### config.mk
export PLATFORM = sky130hd
export DESIGN_NAME = call_frame_ctrl_flat
export DESIGN_NICKNAME = d
export VERILOG_FILES = /design/src/rtl/call_frame_ctrl_if.sv /design/src/rtl/call_frame_ctrl.sv /design/src/flat_wrapper.sv
export SDC_FILE = /design/constraint.sdc
export NUM_CORES = 1
export LEC_CHECK = 0
export ABC_AREA = 1
export ABC_CLOCK_PERIOD_IN_PS = 3200
export CAP_MARGIN = 20
export CORE_UTILIZATION = 50
export CTS_BUF_LIST = sky130_fd_sc_hd__clkbuf_4
export DETAILED_ROUTE_END_ITERATION = 16
export HOLD_SLACK_MARGIN = 0.12
export PLACE_DENSITY = 0.89
export SYNTH_ARGS = -nofsm -noshare
export SYNTH_HDL_FRONTEND = slang
export SYNTH_SLANG_ARGS = --single-unit
### constraint.sdc
create_clock -name clk -period 3.2 [get_ports clk]
set_clock_uncertainty 0.05 [all_clocks]
set_input_delay 0.64 -clock clk [delete_from_list [all_inputs] [get_ports clk]]
set_output_delay 0.64 -clock clk [all_outputs]
set_load 0.05 [all_outputs]
### src/rtl/call_frame_ctrl_if.sv
// Bundle between the execute stage, call_frame_ctrl and SuperStack.
// The slave modport is the controller; master is the surrounding pipeline.
interface call_frame_ctrl_if #(
  parameter int unsigned WIDTH  = 8,
  parameter int unsigned DEPTH  = 3,
  parameter int unsigned FRAMES = 4
);
  localparam int unsigned FDW = $clog2(FRAMES) + 1;

  logic [2:0]       in_op;
  logic [WIDTH-1:0] in_data;
  logic             in_ready;
  logic [1:0]       cmd;
  logic             cmd_valid;
  logic             cmd_ready;
  logic [DEPTH:0]   nargs;
  logic             nresults;
  logic             done;
  logic             error;
  logic [1:0]       err_code;
  logic [FDW-1:0]   frame_depth;
  logic [2:0]       stk_op;
  logic [WIDTH-1:0] stk_data;
  logic [DEPTH:0]   stk_limit;
  logic [DEPTH:0]   stk_index;
  logic [WIDTH-1:0] stk_tos;
  logic [2:0]       stk_status;

  modport master (
    output in_op, in_data, cmd, cmd_valid, nargs, nresults,
           stk_index, stk_tos, stk_status,
    input  in_ready, cmd_ready, done, error, err_code, frame_depth,
           stk_op, stk_data, stk_limit
  );

  modport slave (
    input  in_op, in_data, cmd, cmd_valid, nargs, nresults,
           stk_index, stk_tos, stk_status,
    output in_ready, cmd_ready, done, error, err_code, frame_depth,
           stk_op, stk_data, stk_limit
  );
endinterface

### src/rtl/call_frame_ctrl.sv
// Call-frame controller in front of SuperStack: fences callee arguments on CALL,
// unwinds the frame and re-pushes the result on RETURN.
module call_frame_ctrl #(
  parameter int unsigned WIDTH  = 8,
  parameter int unsigned DEPTH  = 3,
  parameter int unsigned FRAMES = 4
) (
  input logic              clk,
  input logic              reset,
  call_frame_ctrl_if.slave bus
);
  localparam int unsigned FB  = $clog2(FRAMES);
  localparam int unsigned FDW = FB + 1;

  localparam logic [2:0] OP_NONE            = 3'd0;
  localparam logic [2:0] OP_PUSH            = 3'd1;
  localparam logic [2:0] OP_UNDERFLOW_RESET = 3'd4;

  localparam logic [1:0] CMD_CALL = 2'd1;
  localparam logic [1:0] CMD_RET  = 2'd2;

  localparam logic [1:0] ERR_FRAME_OVF   = 2'd1;
  localparam logic [1:0] ERR_FRAME_UNDER = 2'd2;
  localparam logic [1:0] ERR_ARG_UNDER   = 2'd3;

  typedef enum logic [1:0] {
    S_IDLE,
    S_RET_DROP,
    S_RET_RESTORE,
    S_RET_PUSH
  } state_e;

  state_e           state_q, state_d;
  logic [DEPTH:0]   limit_q, limit_d;
  logic [FDW-1:0]   depth_q, depth_d;
  logic [DEPTH:0]   lifo_q [FRAMES];
  logic [DEPTH:0]   lifo_d [FRAMES];
  logic [WIDTH-1:0] result_q, result_d;
  logic             nres_q, nres_d;
  logic             done_q, done_d;
  logic             error_q, error_d;
  logic [1:0]       err_code_q, err_code_d;

  logic             cmd_accept;
  logic [DEPTH:0]   avail;
  logic [FB-1:0]    push_idx;
  logic [FB-1:0]    pop_idx;
  logic             err_hit;
  logic [1:0]       err_val;

  assign cmd_accept = bus.cmd_valid && (bus.cmd == CMD_CALL || bus.cmd == CMD_RET);
  assign avail      = bus.stk_index - limit_q;
  assign push_idx   = depth_q[FB-1:0];
  assign pop_idx    = FB'(depth_q - FDW'(1));

  always_ff @(posedge clk) begin
    if (!reset) begin
      state_q    <= S_IDLE;
      limit_q    <= '0;
      depth_q    <= '0;
      result_q   <= '0;
      nres_q     <= 1'b0;
      done_q     <= 1'b0;
      error_q    <= 1'b0;
      err_code_q <= '0;
      for (int unsigned i = 0; i < FRAMES; i++) lifo_q[i] <= '0;
    end else begin
      state_q    <= state_d;
      limit_q    <= limit_d;
      depth_q    <= depth_d;
      result_q   <= result_d;
      nres_q     <= nres_d;
      done_q     <= done_d;
      error_q    <= error_d;
      err_code_q <= err_code_d;
      lifo_q     <= lifo_d;
    end
  end

  always_comb begin
    state_d    = state_q;
    limit_d    = limit_q;
    depth_d    = depth_q;
    lifo_d     = lifo_q;
    result_d   = result_q;
    nres_d     = nres_q;
    done_d     = 1'b0;
    error_d    = error_q;
    err_code_d = err_code_q;
    err_hit    = 1'b0;
    err_val    = '0;

    unique case (state_q)
      S_IDLE: begin
        if (bus.cmd_valid && bus.cmd == CMD_CALL) begin
          if (depth_q == FDW'(FRAMES)) begin
            err_hit = 1'b1;
            err_val = ERR_FRAME_OVF;
          end else if (bus.nargs > avail) begin
            err_hit = 1'b1;
            err_val = ERR_ARG_UNDER;
          end else begin
            lifo_d[push_idx] = limit_q;
            limit_d          = bus.stk_index - bus.nargs;
            depth_d          = depth_q + FDW'(1);
            done_d           = 1'b1;
          end
        end else if (bus.cmd_valid && bus.cmd == CMD_RET) begin
          if (depth_q == '0) begin
            err_hit = 1'b1;
            err_val = ERR_FRAME_UNDER;
          end else if (bus.nresults && bus.stk_index == limit_q) begin
            err_hit = 1'b1;
            err_val = ERR_ARG_UNDER;
          end else begin
            // TOS is current here because SuperStack is idle during IDLE accepts.
            result_d = bus.stk_tos;
            nres_d   = bus.nresults;
            state_d  = S_RET_DROP;
          end
        end
      end
      S_RET_DROP: state_d = S_RET_RESTORE;
      S_RET_RESTORE: begin
        limit_d = lifo_q[pop_idx];
        depth_d = depth_q - FDW'(1);
        if (nres_q) begin
          state_d = S_RET_PUSH;
        end else begin
          state_d = S_IDLE;
          done_d  = 1'b1;
        end
      end
      S_RET_PUSH: begin
        state_d = S_IDLE;
        done_d  = 1'b1;
      end
      default: state_d = S_IDLE;
    endcase

    if (err_hit) begin
      error_d = 1'b1;
      if (!error_q) err_code_d = err_val;
    end
  end

  always_comb begin
    bus.cmd_ready = 1'b0;
    bus.stk_op    = OP_NONE;
    bus.stk_data  = bus.in_data;
    unique case (state_q)
      S_IDLE: begin
        bus.cmd_ready = 1'b1;
        bus.stk_op    = cmd_accept ? OP_NONE : bus.in_op;
      end
      S_RET_DROP:    bus.stk_op = OP_UNDERFLOW_RESET;
      S_RET_RESTORE: bus.stk_op = OP_NONE;
      S_RET_PUSH: begin
        bus.stk_op   = OP_PUSH;
        bus.stk_data = result_q;
      end
      default: bus.stk_op = OP_NONE;
    endcase
  end

  assign bus.in_ready    = bus.cmd_ready;
  assign bus.stk_limit   = limit_q;
  assign bus.frame_depth = depth_q;
  assign bus.done        = done_q;
  assign bus.error       = error_q;
  assign bus.err_code    = err_code_q;
endmodule

### src/flat_wrapper.sv
// flat-port wrapper written by rule: the top's interface ports become plain ports
module call_frame_ctrl_flat 
#(
  parameter int unsigned WIDTH  = 8,
  parameter int unsigned DEPTH  = 3,
  parameter int unsigned FRAMES = 4
)
  (clk, reset, bus_in_op, bus_in_data, bus_cmd, bus_cmd_valid, bus_nargs, bus_nresults, bus_stk_index, bus_stk_tos, bus_stk_status, bus_in_ready, bus_cmd_ready, bus_done, bus_error, bus_err_code, bus_frame_depth, bus_stk_op, bus_stk_data, bus_stk_limit);
  call_frame_ctrl_if #(.WIDTH(WIDTH), .DEPTH(DEPTH), .FRAMES(FRAMES)) bus_i ();
  input logic clk;
  input logic reset;
  input wire logic [$bits(bus_i.in_op)-1:0] bus_in_op;
  input wire logic [$bits(bus_i.in_data)-1:0] bus_in_data;
  input wire logic [$bits(bus_i.cmd)-1:0] bus_cmd;
  input wire logic [$bits(bus_i.cmd_valid)-1:0] bus_cmd_valid;
  input wire logic [$bits(bus_i.nargs)-1:0] bus_nargs;
  input wire logic [$bits(bus_i.nresults)-1:0] bus_nresults;
  input wire logic [$bits(bus_i.stk_index)-1:0] bus_stk_index;
  input wire logic [$bits(bus_i.stk_tos)-1:0] bus_stk_tos;
  input wire logic [$bits(bus_i.stk_status)-1:0] bus_stk_status;
  output wire logic [$bits(bus_i.in_ready)-1:0] bus_in_ready;
  output wire logic [$bits(bus_i.cmd_ready)-1:0] bus_cmd_ready;
  output wire logic [$bits(bus_i.done)-1:0] bus_done;
  output wire logic [$bits(bus_i.error)-1:0] bus_error;
  output wire logic [$bits(bus_i.err_code)-1:0] bus_err_code;
  output wire logic [$bits(bus_i.frame_depth)-1:0] bus_frame_depth;
  output wire logic [$bits(bus_i.stk_op)-1:0] bus_stk_op;
  output wire logic [$bits(bus_i.stk_data)-1:0] bus_stk_data;
  output wire logic [$bits(bus_i.stk_limit)-1:0] bus_stk_limit;
  assign bus_i.in_op = bus_in_op;
  assign bus_i.in_data = bus_in_data;
  assign bus_i.cmd = bus_cmd;
  assign bus_i.cmd_valid = bus_cmd_valid;
  assign bus_i.nargs = bus_nargs;
  assign bus_i.nresults = bus_nresults;
  assign bus_i.stk_index = bus_stk_index;
  assign bus_i.stk_tos = bus_stk_tos;
  assign bus_i.stk_status = bus_stk_status;
  assign bus_in_ready = bus_i.in_ready;
  assign bus_cmd_ready = bus_i.cmd_ready;
  assign bus_done = bus_i.done;
  assign bus_error = bus_i.error;
  assign bus_err_code = bus_i.err_code;
  assign bus_frame_depth = bus_i.frame_depth;
  assign bus_stk_op = bus_i.stk_op;
  assign bus_stk_data = bus_i.stk_data;
  assign bus_stk_limit = bus_i.stk_limit;
  call_frame_ctrl #(.WIDTH(WIDTH), .DEPTH(DEPTH), .FRAMES(FRAMES)) u_core (.clk(clk), .reset(reset), .bus(bus_i));
endmodule
# Word-level counts from Yosys, hierarchy flattened
# Index checks and enable logic that the tools add are counted.
# op_classes
bitwise_logic	8
n_mux	43
add_sub_neg	4
n_reduce_logical	14
n_lt_le_gt_ge	4
n_eq_ne	14
# ops
op	n
$mux W2	12
$mux W4	6
$bwmux W16	1
$mux W1	12
$mux W3	4
$pmux W3 S4	1
$reduce_and A4 Y1	3
$ne A2 B2 Y1 const B	5
$bmux W4 S2	1
$demux W4 S2	1
$mux W8	1
$pmux W2 S4	1
$pmux W4 S2	1
$sub A4 B4 Y4	2
$eq A2 B2 Y1 const B	3
$ge A3 B3 Y1 const B	2
$not A1 Y1	6
$not A2 Y3	2
$pmux W3 S2	1
$logic_and A1 B1 Y1	5
$reduce_and A5 Y1	1
$eq A2 B1 Y1 const B	2
$eq A4 B4 Y1	1
$gt A4 B4 Y1	1
other kinds (11)	12
# totals
output_inout_bits	24
input_bits	36
reg_bits	38

# Depth between registers and ports, before layout
# Gate-level depths: netlist of run 1.
# depth
depth_word	8
mapped_depth	18
mapped_depth_nobuf	17

# Least setup slack after synthesis of run 1
# No wires, ideal clock.
# synth_timing
path_kind	reg2reg
start	reg u_core.limit_q[0], in the netlist u_core.bus.stk_limit[0]
end	reg u_core.lifo_q[0] in the netlist's numbering
path_stages_with_launch	17
t_arrival_ns	2.599
path_slack_ns	0.419
setup_ns	0.132
period_less_slack_ns	2.781
path_cell_list	dfxtp_1 -> ha_1 -> inv_1 -> fa_1 -> inv_1 -> ha_1 -> nand2_1 -> nand2_1 -> nand2_1 -> nand2_1 -> nand2_1 -> nand3_2 -> nor2_2 -> buf_4 -> nand2_1 -> nand2_1 -> a21oi_1
# synth_via
elab_chain_len	4
# synth_rtl
item	line	source
start: declaration	call_frame_ctrl.sv:34	logic [DEPTH:0] limit_q, limit_d;
start signal: assignment	call_frame_ctrl.sv:69	limit_q <= limit_d;
$sub A4 B4 Y4	call_frame_ctrl.sv:52	assign avail = bus.stk_index - limit_q;
$gt A4 B4 Y1	call_frame_ctrl.sv:99	end else if (bus.nargs > avail) begin
$not A1 Y1 (no source line)	n/a	
$reduce_and A4 Y1 (no source line)	n/a	
end signal: assignment	call_frame_ctrl.sv:76	lifo_q <= lifo_d;
end: declaration	call_frame_ctrl.sv:36	logic [DEPTH:0] lifo_q [FRAMES];
# Parallel ways exist; a longest one is shown, timed or not.
# A chain may end at the register's enable or synchronous reset.

# Worst setup path after layout of run 1
# layout_timing
start	reg u_core.state_q[0]
end	out bus_stk_data[0]
# layout_via
elab_chain_len	2
# layout_rtl
item	line	source
start: declaration	call_frame_ctrl.sv:33	state_e state_q, state_d;
start signal: assignment	call_frame_ctrl.sv:68	state_q <= state_d;
$eq A2 B2 Y1	call_frame_ctrl.sv:151	unique case (state_q)
$mux W8	call_frame_ctrl.sv:151	
end: declaration	flat_wrapper.sv:28	output wire logic [$bits(bus_i.stk_data)-1:0] bus_stk_data;
# No other way between the ends.

==> summary.txt, run 1 <==
Logic synthesis
  • Mean post-synth cell area: 7.014 µm²
  • Post-Synthesis Cells: 322
  • Synth area leader: dfxtp_1
  • Synth Area in Simple Gates: a little over a quarter
  • Post-Syn Area: 2258 µm²
  • Ys async rst share: 0%
  • Main flop type after synthesis: dfxtp_1
  • Largest cells by area after synthesis: dfxtp_1 (34%), nand2_1 (12%), ha_1 (9.4%), nor2_1 (6.6%), a21oi_1 (6.2%)
  • XOR/XNOR share of the synthesized area: 2.327%
  • Sequential area share after synthesis: 33.68%
  • Warning count from the yosys run: 0
  • Post-synth cell types: 26
  • Number of synthesized flops with an enable pin: 0
  • Synthesized Nets: 377
  • Largest family of logic cells by synthesized area: simple AND/OR/NAND/NOR gates
  • Adder-Cell Fraction of Synth Area: between 10 and 15%
  • Register bit total from synthesis: 38
  • Area share of the largest cell type after synthesis: 33.68%
  • Post-synthesis mux area share: roughly 4%
  • Synth Area in Compound Gates: 13.85%

Route
  • Wire length per cell: roughly 13 µm
  • Routed Antenna Nets: 0
  • Starting DRT DRC Count: about 110
  • Total Routed Length: 5679 µm
  • DRT Pass-1 Iters: 4
  • Via/cell ratio: approximately 5.2
  • Via Count: 2,292
  • Drt drc: 0

Cells and area
  • Most common cell after layout, fill and taps aside: nand2_1
  • Util after Layout: 69.80%
  • Fraction of layout cells with a size suffix above 1: approximately 9.0%
  • Ant diodes: 0
  • Area growth syn-to-layout: 34.57%
  • Most frequent cells in the layout: nand2_1 (74), clkdlybuf4s50_1 (53), nor2_1 (40)
  • Final nets: about 440

Pwr
  • Pwr dens: 428.4 nW/µm²
  • Tot Pwr: 1.302 mW
  • Max IR drop VDD: 311.3 µV
  • Lkg Pwr: 1.285 nW

Global routing
  • Largest net degree at the start of global routing: 23
  • Tot GR Track Use: 24.75%
  • Antenna violations before repair: 0
  • GRT overflow: 0
  • Vias in the first global route: ~2,200
  • First-pass GRT wire length: 9639 µm

Place
  • Pre-CTS WS: -68.42 ps
  • Port Buffers: 56
  • Global placement routability congestion: 0.8583
  • HPWL after DPL: 4225 µm

Timing
  • Slew Viols, Final: 0
  • Slew @ Worst Pin: between 600 and 700 ps
  • Fin crit share: between 90% and 100%
  • RSZ-0062 raised after global routing: no
  • Hold Violations, Final: 0
  • Maximum clock rate: 337.4 MHz
  • Relative slew slack: 55.00%
  • Crit path time final: between 2000 and 3000 ps
  • Setup WS post-layout: ~240 ps
  • # setup viols final: 0

Worst setup path
  • Worst path required time: 2510 ps
  • Critical-path top delay cell: clkdlybuf4s50_1
  • CP Capture Point: bus_stk_data[0]
  • R2R Path Start: u_core.bus.stk_limit[2]$_SDFFE_PN0P_
  • Worst r2r path cells: 17
  • FF-to-FF End: u_core.lifo_q[7]$_SDFFE_PN0P_
  • Worst Setup SP: u_core.state_q[0]$_SDFFE_PN0P_
  • Arrival @ worst endpoint: 2270 ps
  • WP depth: 3
  • Reg2reg setup slack: 590 ps
  • Crit-path max cell delay: about 800 ps
  • WP buf/inv: 1
  • CP startpoint kind: flop
  • Critical-path maximum fanout: 10
  • Crit path kind: reg2out
  • Nature of the critical path endpoint: output pin
  • CP delay by family, top: buffers and inverters
  • Crit-path cells: nand2_1 > mux2_2 > clkdlybuf4s50_1

Min path
  • Hold path start: u_core.lifo_q[3]$_SDFFE_PN0P_
  • Hold Path Class: reg2reg
  • Worst Hold Path Cells: 2

Clock tree
  • # Post-CTS Setup Buffers: 0
  • CTS resizes: 0
  • CTS tree: done
  • Clock root buffer: clkbuf_4
  • CTS Buffer Depth: 2
  • Hold-fix buffers at CTS: 0
  • Worst skew pair latency: 350 ps
  • Worst-path clk slew: 120 ps
  • Clock sinks: 38
  • CTS Buf Count: 5
  • Htree depth: 2

Floorplanning
  • Initial core utilization: a little over 50%
  • I/O pin count: 60
  • Chip height: 69.21 µm
  • Die Wd: 69.21 µm
  • Core area: 4354 µm²
  • Full die area: around 4800 µm²
  • FP Rows: 24

Status
  • Status: finished clean

Job
  • Maxcap violations: 0
-- tightest hold or removal path: cells and delay by family, from the launching register on --
family             cells  cell delay (ps)
AOI/OAI and AO/OA      1               50
and+or+nand+nor        1               60
DFF                    1              330
-- kinds of logic (layout without fill, tap and decap cells) --
group / Yosys count / after routing
AOI/OAI and AO/OA: 61 / 61
xor gates and xnor gates: 6 / 6
adders and majority gates: 19 / 19
buffers and inverters: 47 / 112
DFF: 38 / 38
muxes: 8 / 8
and+or+nand+nor: 143 / 143
-- metal layers --
metal | vias to the layer above | GRT usage [%] | part of all wire, %
met2 | 80 | 42.18 | 50
met5 | - | 0 | 0
met4 | 0 | 12.70 | 1.4
met3 | 10 | 5.378 | 6.0
li1 | 1174 | - | -
met1 | 1028 | 29.10 | 43
-- Yosys cell counts (all sizes together), types with 3 or more instances --
| cell | n |
|---|---|
| ha | 17 |
| inv | 38 |
| nand2 | 74 |
| clkbuf | 3 |
| xnor2 | 4 |
| nand3 | 21 |
| nor2 | 43 |
| o21ai | 29 |
| dfxtp | 38 |
| mux2 | 8 |
| nor3 | 3 |
| buf | 5 |
| a21oi | 28 |
-- metrics by stage --
stage / area (µm²) / TNS, ps / std cells / hold slack, ps
floorplan: 2258 / 0 / 322 / 387.5
global placement: 2938 / -416.6 / 431 / 401.5
detailed placement: 2938 / -1006 / 431 / 407.3
CTS: 3039 / 0 / 439 / 425.6
global route: 3039 / 0 / 439 / 443.1
finish: 3039 / 0 / 439 / 425.6
-- flip-flops by register name, summed over array words and instances, names as in the netlist --
register / flops
u_core.bus.done: 1
u_core.bus.err_code: 2
u_core.bus.error: 1
u_core.bus.frame_depth: 3
u_core.bus.stk_limit: 4
u_core.lifo_q: 16
u_core.nres_q: 1
u_core.result_q: 8
u_core.state_q: 2
-- power breakdown --
| group | switching (mW) | internal (mW) | total (mW) | leakage (nW) |
|---|---|---|---|---|
| Combinational | 0.231 | 0.164 | 0.395 | 0.925 |
| Sequential | 0.0146 | 0.489 | 0.503 | 0.307 |
| Clock | 0.163 | 0.241 | 0.404 | 0.0528 |
| Total | 0.408 | 0.894 | 1.30 | 1.29 |
-- worst min path at each step --
| stage | end | slack [ps] |
|---|---|---|
| 6_report | u_core.lifo_q[3]$_SDFFE_PN0P_ | 430 |
| 5_1_grt | u_core.lifo_q[14]$_SDFFE_PN0P_ | 440 |
| 4_1_cts | u_core.lifo_q[14]$_SDFFE_PN0P_ | 430 |
| 3_5_place_dp | u_core.lifo_q[14]$_SDFFE_PN0P_ | 410 |
| 3_3_place_gp | u_core.lifo_q[10]$_SDFFE_PN0P_ | 400 |
| 2_1_floorplan | u_core.lifo_q[14]$_SDFFE_PN0P_ | 390 |
-- final cells by class --
class / count / area (µm²)
Clock inverter: 3 / 63.81
Sequential cell: 38 / 760.7
Multi-Input combinational cell: 237 / 1308
Timing Repair Buffer: 65 / 658.1
Tap cell: 52 / 65.06
Clock buffer: 5 / 37.54
Inverter: 39 / 146.4
Fill cell: 358 / 1315
Power figures use the tool's default switching activity.
==> run 2: changes to the inputs <==
Settings changed: CTS_CLUSTER_SIZE set to 25.
==> results of run 2 <==
The final DEF is identical to that of run 1; final timing and power are the same.
